$ cat src/rtl/alien_pkg.sv
// Shared constants and scheduler state encoding for the alien fleet fire logic.
package alien_pkg;

  localparam logic [3:0] GAME_PLAY  = 4'd1;
  localparam int         ALIEN_COLS = 10;
  localparam int         ALIEN_ROWS = 6;
  localparam logic [9:0] COL_PITCH  = 10'd64;
  localparam logic [9:0] ROW_PITCH  = 10'd32;
  localparam logic [9:0] X_CENTER   = 10'd16;
  localparam logic [9:0] Y_BASE     = 10'd64;

  typedef enum logic [2:0] {
    ST_IDLE,
    ST_COOLDOWN,
    ST_WAIT_SLOT,
    ST_SELECT,
    ST_SCAN,
    ST_ISSUE
  } sched_state_t;

endpackage

$ cat src/rtl/lfsr8.sv
// Free-running 8-bit Fibonacci LFSR (x^8+x^6+x^5+x^4+1), seeded with 8'hA5.
module lfsr8 (
  input  logic       frame_clk,
  input  logic       Reset_n,
  output logic [7:0] lfsr_state
);

  localparam logic [7:0] SEED = 8'hA5;

  logic [7:0] lfsr_reg;
  logic       feedback;

  assign feedback = lfsr_reg[7] ^ lfsr_reg[5] ^ lfsr_reg[4] ^ lfsr_reg[3];

  always_ff @(posedge frame_clk or negedge Reset_n) begin
    if (!Reset_n) lfsr_reg <= SEED;
    else          lfsr_reg <= {lfsr_reg[6:0], feedback};
  end

  assign lfsr_state = lfsr_reg;

endmodule

$ cat src/rtl/alien_fire_scheduler.sv
// Picks when, from which column and into which missile slot the alien fleet fires,
// alternating aimed and pseudo-random column choices between cooldown periods.
module alien_fire_scheduler
  import alien_pkg::*;
#(
  parameter  int NUM_SLOTS = 4,
  parameter  int COOLDOWN  = 120,
  localparam int SW = (NUM_SLOTS > 1) ? $clog2(NUM_SLOTS) : 1,
  localparam int CW = (COOLDOWN > 1) ? $clog2(COOLDOWN) : 1
) (
  input  logic                                  frame_clk,
  input  logic                                  Reset_n,
  input  logic [3:0]                            game_state,
  input  logic [ALIEN_COLS-1:0][ALIEN_ROWS-1:0] alien_grid,
  input  logic [9:0]                            alien_offset,
  input  logic [9:0]                            alien_y,
  input  logic [9:0]                            ship_x,
  input  logic [NUM_SLOTS-1:0]                  slot_busy,
  input  logic                                  fire_ready,
  output logic                                  fire_valid,
  output logic [SW-1:0]                         fire_slot,
  output logic [9:0]                            fire_x,
  output logic [9:0]                            fire_y,
  output logic [7:0]                            shot_count
);

  sched_state_t  state_reg, state_next;
  logic [CW-1:0] cnt_reg, cnt_next;
  logic [3:0]    attempts_reg, attempts_next;
  logic [3:0]    col_reg, col_next;
  logic          aim_reg, aim_next;
  logic          fire_valid_reg, fire_valid_next;
  logic [SW-1:0] fire_slot_reg, fire_slot_next;
  logic [9:0]    fire_x_reg, fire_x_next;
  logic [9:0]    fire_y_reg, fire_y_next;
  logic [7:0]    shot_count_reg, shot_count_next;

  logic [7:0]    lfsr_state;
  logic [SW-1:0] free_idx;
  logic          free_any;
  logic [ALIEN_ROWS-1:0] col_bits;
  logic [2:0]    hit_row;
  logic          hit;
  logic [3:0]    aim_col, rand_col;
  logic          unused_bits;

  lfsr8 u_lfsr (
    .frame_clk  (frame_clk),
    .Reset_n    (Reset_n),
    .lfsr_state (lfsr_state)
  );

  assign unused_bits = ^{ship_x[5:0], lfsr_state[7:4]};

  // Lowest-index free slot wins.
  always_comb begin
    free_idx = '0;
    free_any = 1'b0;
    for (int i = NUM_SLOTS - 1; i >= 0; i--) begin
      if (!slot_busy[i]) begin
        free_idx = SW'(i);
        free_any = 1'b1;
      end
    end
  end

  // Bottom-most alive alien (highest row index) of the column under scan.
  assign col_bits = alien_grid[col_reg];
  always_comb begin
    hit_row = '0;
    hit     = 1'b0;
    for (int r = 0; r < ALIEN_ROWS; r++) begin
      if (col_bits[r]) begin
        hit_row = 3'(r);
        hit     = 1'b1;
      end
    end
  end

  assign aim_col  = (ship_x[9:6] > 4'd9) ? 4'd9 : ship_x[9:6];
  assign rand_col = (lfsr_state[3:0] > 4'd9) ? (lfsr_state[3:0] - 4'd6) : lfsr_state[3:0];

  always_comb begin
    state_next      = state_reg;
    cnt_next        = cnt_reg;
    attempts_next   = attempts_reg;
    col_next        = col_reg;
    aim_next        = aim_reg;
    fire_slot_next  = fire_slot_reg;
    fire_x_next     = fire_x_reg;
    fire_y_next     = fire_y_reg;
    shot_count_next = shot_count_reg;

    case (state_reg)
      ST_IDLE: begin
        cnt_next      = '0;
        attempts_next = '0;
        aim_next      = 1'b0;
        state_next    = ST_COOLDOWN;
      end
      ST_COOLDOWN: begin
        if (cnt_reg == CW'(COOLDOWN - 1)) begin
          cnt_next   = '0;
          state_next = ST_WAIT_SLOT;
        end else begin
          cnt_next = cnt_reg + CW'(1);
        end
      end
      ST_WAIT_SLOT: begin
        if (free_any) begin
          fire_slot_next = free_idx;
          state_next     = ST_SELECT;
        end
      end
      ST_SELECT: begin
        col_next      = aim_reg ? rand_col : aim_col;
        attempts_next = '0;
        state_next    = ST_SCAN;
      end
      ST_SCAN: begin
        if (hit) begin
          fire_x_next = 10'(col_reg) * COL_PITCH + alien_offset + X_CENTER;
          fire_y_next = alien_y + Y_BASE + 10'(hit_row) * ROW_PITCH;
          state_next  = ST_ISSUE;
        end else if (attempts_reg == 4'(ALIEN_COLS - 1)) begin
          aim_next   = ~aim_reg;
          state_next = ST_COOLDOWN;
        end else begin
          col_next      = (col_reg == 4'(ALIEN_COLS - 1)) ? 4'd0 : col_reg + 4'd1;
          attempts_next = attempts_reg + 4'd1;
        end
      end
      ST_ISSUE: begin
        if (fire_valid_reg && fire_ready) begin
          shot_count_next = shot_count_reg + 8'd1;
          aim_next        = ~aim_reg;
          state_next      = ST_COOLDOWN;
        end
      end
      default: state_next = ST_IDLE;
    endcase

    // Leaving play aborts everything, but a transfer on this same edge still counts.
    if (game_state != GAME_PLAY) begin
      state_next     = ST_IDLE;
      cnt_next       = '0;
      attempts_next  = '0;
      aim_next       = 1'b0;
      fire_slot_next = '0;
      fire_x_next    = '0;
      fire_y_next    = '0;
    end

    fire_valid_next = (state_next == ST_ISSUE);
  end

  always_ff @(posedge frame_clk or negedge Reset_n) begin
    if (!Reset_n) begin
      state_reg      <= ST_IDLE;
      cnt_reg        <= '0;
      attempts_reg   <= '0;
      col_reg        <= '0;
      aim_reg        <= 1'b0;
      fire_valid_reg <= 1'b0;
      fire_slot_reg  <= '0;
      fire_x_reg     <= '0;
      fire_y_reg     <= '0;
      shot_count_reg <= '0;
    end else begin
      state_reg      <= state_next;
      cnt_reg        <= cnt_next;
      attempts_reg   <= attempts_next;
      col_reg        <= col_next;
      aim_reg        <= aim_next;
      fire_valid_reg <= fire_valid_next;
      fire_slot_reg  <= fire_slot_next;
      fire_x_reg     <= fire_x_next;
      fire_y_reg     <= fire_y_next;
      shot_count_reg <= shot_count_next;
    end
  end

  assign fire_valid = fire_valid_reg;
  assign fire_slot  = fire_slot_reg;
  assign fire_x     = fire_x_reg;
  assign fire_y     = fire_y_reg;
  assign shot_count = shot_count_reg;

endmodule

$ cat config.mk
export PLATFORM = sky130hd
export DESIGN_NAME = alien_fire_scheduler
export DESIGN_NICKNAME = d
export VERILOG_FILES = /design/src/rtl/alien_pkg.sv /design/src/rtl/lfsr8.sv /design/src/rtl/alien_fire_scheduler.sv
export SDC_FILE = /design/constraint.sdc
export NUM_CORES = 1
export LEC_CHECK = 0
export CORE_MARGIN = 2
export CORE_UTILIZATION = 28
export DETAILED_ROUTE_END_ITERATION = 8
export PLACE_DENSITY = 0.52
export SLEW_MARGIN = 30
export SYNTH_ARGS = -nofsm -noshare
export SYNTH_HDL_FRONTEND = slang
export SYNTH_SLANG_ARGS = --single-unit
$ cat constraint.sdc
create_clock -name frame_clk -period 6.7 [get_ports frame_clk]
set_clock_uncertainty 0.15 [all_clocks]
set_input_delay 0.67 -clock frame_clk [delete_from_list [all_inputs] [get_ports frame_clk]]
set_output_delay 0.67 -clock frame_clk [all_outputs]
set_load 0.005 [all_outputs]
==> impl_metrics.yaml, run 1 <==
synth:
  synth_seq_cells: 58
  synth_xor_area_frac: 0.0385
  synth_area_leaders: "dfrtp_1 35%, mux2i_1 9.6%, ha_1 4.9%"
  yosysSeqAreaShare: 0.377
  syn_area_um2: 3860
  synth_mux_area_frac: 0.140
  synth_edf_count: 0
  synth_fa_ha_area_frac: 0.0537
  yosys_warnings: 0
  post-synth-top-count-cell: "dfrtp_1"
  synth_compound_area_frac: 0.179
  async_flop_share: 1.00
  synth_top_area_frac: 0.350
  synth_top_flop_cell: "dfrtp_1"
  yosysTopAreaCell: "dfrtp_1"
  syn-instance-count: 366
  synth_fp_nets: 483
  synthSimpleGateAreaFrac: 0.150
  synth_area_per_cell_um2: 10.6
  synth_top_family_by_area: "compound AO/OA/AOI/OAI gates"
  synth_common_cells: "54 x dfrtp_1, 37 x mux2i_1, 30 x nor2_1"
  synth.distinct_cells: 72
layout:
  synthToLayoutAreaGrowth_pct: 42.0
  drive_gt1_frac: 0.119
  n_antenna_cell: 0
  fin_nets: 606
  final_util: 0.411
clock_network:
  cts_hold_buf: 0
  root_buffer: "clkbuf_16"
  clock-sinks: 58
  clk_latency_ns: 0.32
  cts_tree: "done"
  clkTransAtPathRegs_ns: 0.05
  postCtsSetupRepairBufs: 0
  cts_resized: 0
  cts_max_path_buffers: 2
  htreeDepth: 3
  cts_made_buffers: 9
power:
  total_power_mw: 0.943
  p_leak_nw: 2.26
  ir_drop_mv: 0.0976
  p_per_area_nw_per_um2: 172
outcome:
  status: "finished clean"
route:
  wl_um: 9840
  drt.antenna.violating_nets: 0
  viasPerCell: 4.82
  wire_per_inst_um: 14.7
  drtIter0Drc: 155
  via_count: 3231
  drc_errors: 0
  first_pass_iters: 4
timing:
  drv_slew: 0
  worst_pin_slew_ns: 0.926
  max_slew_margin: 0.383
  fin_crit_sh: 0.539
  fmax_mhz: 277
  grt_setup_unrepaired: "no"
  hold_viol_final: 0
  setup-tns-final_ns: 0
  setup_viol: 0
  fin_crit_ns: 3.61
run:
  cap_violations: 0
floorplan:
  io_pins: 132
  die_x_um: 121
  die_h_um: 121
  fp-row-count: 42
  coreArea_um2: 13300
  initial_core_util: 0.290
  dieArea_um2: 14800
global_route:
  grt_usage: 0.136
  top_usage_layer: "met2"
  use_met2: 0.221
  antenna_found_initial: 0
  grt_overflow: 0
  grtUsageMet3: 0.0338
  use_met1: 0.177
  first_global_vias: 3213
  grt_max_degree: 59
  grt_pass1_wl_um: 15800
critical_path:
  critPathMaxFanout: 22
  path_buf_inv: 0
  required_ns: 6.74
  critPathLaunchType: "flip-flop"
  endpoint_kind: "flip-flop"
  worstSetupPathType: "flip-flop to flip-flop"
  slowest_stage: "dfrtp_1"
  path_delay_family: "flip-flops"
  crit_chain: "mux4_2, a2bb2oi_1, a22oi_1, or2b_1, and2_1, o21bai_1, ha_1, ha_1, fa_1, mux2i_1, nor2_1"
  cp_data_arrival_time_ns: 3.65
  crit_top_cell: "ha_1"
  critPathMaxStageDelay_ns: 0.95
placed_design:
  port_buffers: 125
  place_hpwl_um: 7260
  gp_congestion: 0.779
hold_path:
  hold_path_class: "flip-flop to flip-flop"
-- cells by family (layout without fill, tap and decap cells) --
group                      after synthesis  count (layout)
and+or+nand+nor                        104             104
AOI/OAI and AO/OA                       93              93
DFF                                     58              58
muxes                                   46              46
buffers and inverters                   32             160
xor gates and xnor gates                17              17
adders and majority gates               16              16
-- path summary, 6_finish.rpt --
kind	from	end	slack, ns	cells past startpoint
max in group asynchronous	Reset_n	fire_y[8]	5.55	2
setup reg to reg	col_reg[1]	fire_y[7]	3.09	11
min in group asynchronous	Reset_n	u_lfsr.lfsr_state[4]	0.36	2
hold / removal	u_lfsr.lfsr_state[6]	u_lfsr.lfsr_state[7]	0.20	0
setup / recovery	col_reg[1]	fire_y[7]	3.09	11
hold reg to reg	u_lfsr.lfsr_state[6]	u_lfsr.lfsr_state[7]	0.20	0
-- layout by cell type, fill, tap and decap left out, types with 5 or more instances in the layout --
cell / netlist / layout
a21oi_1: 21 / 21
nand3_1: 9 / 9
clkbuf_16: 0 / 9
nand2_1: 21 / 21
a21o_1: 7 / 7
nor2_1: 30 / 30
clkdlybuf4s50_1: 0 / 124
ha_1: 15 / 15
mux4_2: 5 / 5
xnor2_1: 13 / 13
o21ai_0: 18 / 18
inv_1: 12 / 12
mux2i_1: 37 / 37
dfrtp_1: 54 / 54
-- stage by stage --
| step | area (um2) | instances | hold slack [ns] | worst slack [ns] |
|---|---|---|---|---|
| finish | 5490 | 670 | 0.204 | 3.09 |
| floorplan | 3860 | 366 | 0.183 | 3.59 |
| detailed placement | 5170 | 653 | 0.190 | 2.87 |
| CTS | 5470 | 669 | 0.202 | 3.03 |
| global placement | 5170 | 653 | 0.186 | 2.89 |
| global route | 5490 | 670 | 0.218 | 2.86 |
-- routing by layer --
metal | up-vias | wire length [um]
met5 | - | 0
met2 | 85 | 4760
li1 | 1600 | -
met1 | 1536 | 4410
met3 | 10 | 511
met4 | 0 | 150
-- layout make-up --
class	instances	area [um2]
tap	176	220
sequential	58	1460
multi-input combinational	276	2170
fill	1294	7860
timing repair buffer	129	1280
clock buffer	14	264
clock inverter	2	35.0
inverter	15	56.3
-- power breakdown --
group | leakage (nW) | switching [mW] | internal (mW)
clock network | 0.147 | 0.150 | 0.307
logic | 1.34 | 0.0509 | 0.0799
registers | 0.778 | 0.00317 | 0.352
Note: power is estimated with default switching activity, not from simulation.
==> inputs of run 2 (changes only) <==
- clock period: 6.7 -> 3.7 ns (I/O delays scaled with it)
==> run 2 against run 1 <==
Against the previous run:
- final cell count increased by 1.0%
- core utilization is 0.49 points higher
- hold slack better by 0.0022 ns
- critical path type unchanged
- critical endpoint is now fire_y[8]
- largest power group unchanged
- highest routed layer unchanged
==> impl_metrics.yaml, run 2 (synthesis gave the netlist of run 1 again) <==
clock_network:
  cts_made_buffers: 9
  htreeDepth: 3
  clk_latency_ns: 0.33
  clock-sinks: 58
  cts_hold_buf: 1
  cts_max_path_buffers: 2
  root_buffer: "clkbuf_16"
  postCtsSetupRepairBufs: 0
  cts_resized: 0
  clkTransAtPathRegs_ns: 0.05
  cts_tree: "done"
run:
  cap_violations: 0
power:
  total_power_mw: 1.74
  p_leak_nw: 2.30
  ir_drop_mv: 0.207
  p_per_area_nw_per_um2: 313
critical_path:
  critPathMaxFanout: 7
  reg2reg_depth: 12
  r2r_setup_slack_ns: 0.44
  required_ns: 3.79
  r2r_start: "col_reg[0]"
  critPathLaunchType: "flip-flop"
  worstSetupPathType: "flip-flop to flip-flop"
  crit_end: "fire_y[8]"
  endpoint_kind: "flip-flop"
  crit_path_start: "col_reg[0]"
  cp_data_arrival_time_ns: 3.35
  reg2reg_to: "fire_y[8]"
layout:
  n_antenna_cell: 0
  layout_common_cells: "124 x clkdlybuf4s50_1, 54 x dfrtp_1, 37 x mux2i_1"
  layout_commonest_cell: "clkdlybuf4s50_1"
  drive_gt1_frac: 0.132
  fin_nets: 613
  final_util: 0.416
  synthToLayoutAreaGrowth_pct: 43.6
  fin_cells: 677
hold_path:
  hold_path_class: "flip-flop to flip-flop"
  hold_path_depth: 0
route:
  via_count: 3242
  wl_met2_um: 4840
  viasPerCell: 4.79
  drt.antenna.violating_nets: 0
  wire_per_inst_um: 14.9
  dr.max_layer_used: "met4"
  drc_errors: 0
  wl_um: 10100
  first_pass_iters: 4
  drtIter0Drc: 161
  wl_met3_um: 540
  drt-met1-wl_um: 4640
timing:
  grt_setup_unrepaired: "no"
  setup-tns-final_ns: 0
  fin_crit_ns: 3.26
  fin_crit_sh: 0.882
  fmax_mhz: 307
  max_slew_margin: 0.497
  drv_slew: 0
  hold_viol_final: 0
  worst_pin_slew_ns: 0.755
  setup_viol: 0
floorplan:
  initial_core_util: 0.290
  io_pins: 132
  die_h_um: 121
  die_x_um: 121
  fp-row-count: 42
  coreArea_um2: 13300
  dieArea_um2: 14800
global_route:
  grt_max_degree: 33
  grt_overflow: 0
  first_global_vias: 3285
  grt_pass1_wl_um: 16300
  grt_usage: 0.139
  antenna_found_initial: 0
placed_design:
  gp_congestion: 0.777
  port_buffers: 125
  dp_cells: 659
  place_hpwl_um: 7630
outcome:
  status: "finished clean"
==> run 2: cell types whose count changed in the layout (fill, tap and decap cells not counted), sizes merged <==
cell / change
buf: +6
dlygate4sd3: +1
==> run 2: worst min-delay path by stage <==
stage | slack, ns | to | startpoint
final | 0.21 | u_lfsr.lfsr_state[7] | u_lfsr.lfsr_state[6]
after floorplan | -0.08 | aim_reg | Reset_n
after global routing | 0.22 | u_lfsr.lfsr_state[7] | u_lfsr.lfsr_state[6]
after CTS | 0.21 | u_lfsr.lfsr_state[7] | u_lfsr.lfsr_state[6]
after global placement | 0.19 | u_lfsr.lfsr_state[7] | u_lfsr.lfsr_state[6]
after detailed placement | 0.20 | u_lfsr.lfsr_state[7] | u_lfsr.lfsr_state[6]
==> run 2: through the flow <==
stage	setup slack, ns	hold slack [ns]	cell area, um2
floorplan	0.746	-0.0756	3860
global placement	0.219	0.188	5220
detailed placement	0.208	0.198	5220
CTS	0.360	0.211	5540
global route	0.238	0.215	5550
finish	0.438	0.206	5550
==> run 2: worst max-delay path: stages (launching register included) <==
cell	delay [ns]
dfrtp_1	0.42
buf_4	0.21
mux4_2	0.54
a2bb2oi_1	0.16
o2bb2ai_2	0.18
nor2_4	0.18
nand2_1	0.09
ha_1	0.27
inv_1	0.04
ha_1	0.21
fa_1	0.38
xnor2_1	0.15
a211oi_2	0.21
==> run 2: layer usage <==
metal,vias up,GRT usage
li1,1601,-
met4,0,0.0345
met2,85,0.225
met3,6,0.0343
met1,1550,0.187
met5,-,0
==> run 2: power by group <==
group / total, mW / switching (mW) / internal (mW)
Sequential: 0.640 / 0.00302 / 0.637
Combinational: 0.244 / 0.0966 / 0.147
Clock: 0.856 / 0.281 / 0.575
Total: 1.74 / 0.381 / 1.36
==> run 2: final cells by class <==
type                            instances  area, um2
Clock inverter                          2       35.0
Inverter                               15       56.3
Clock buffer                           14        274
Sequential cell                        58       1460
Multi-Input combinational cell        276       2170
Tap cell                              176        220
Timing Repair Buffer                  136       1340
Fill cell                            1320       7800
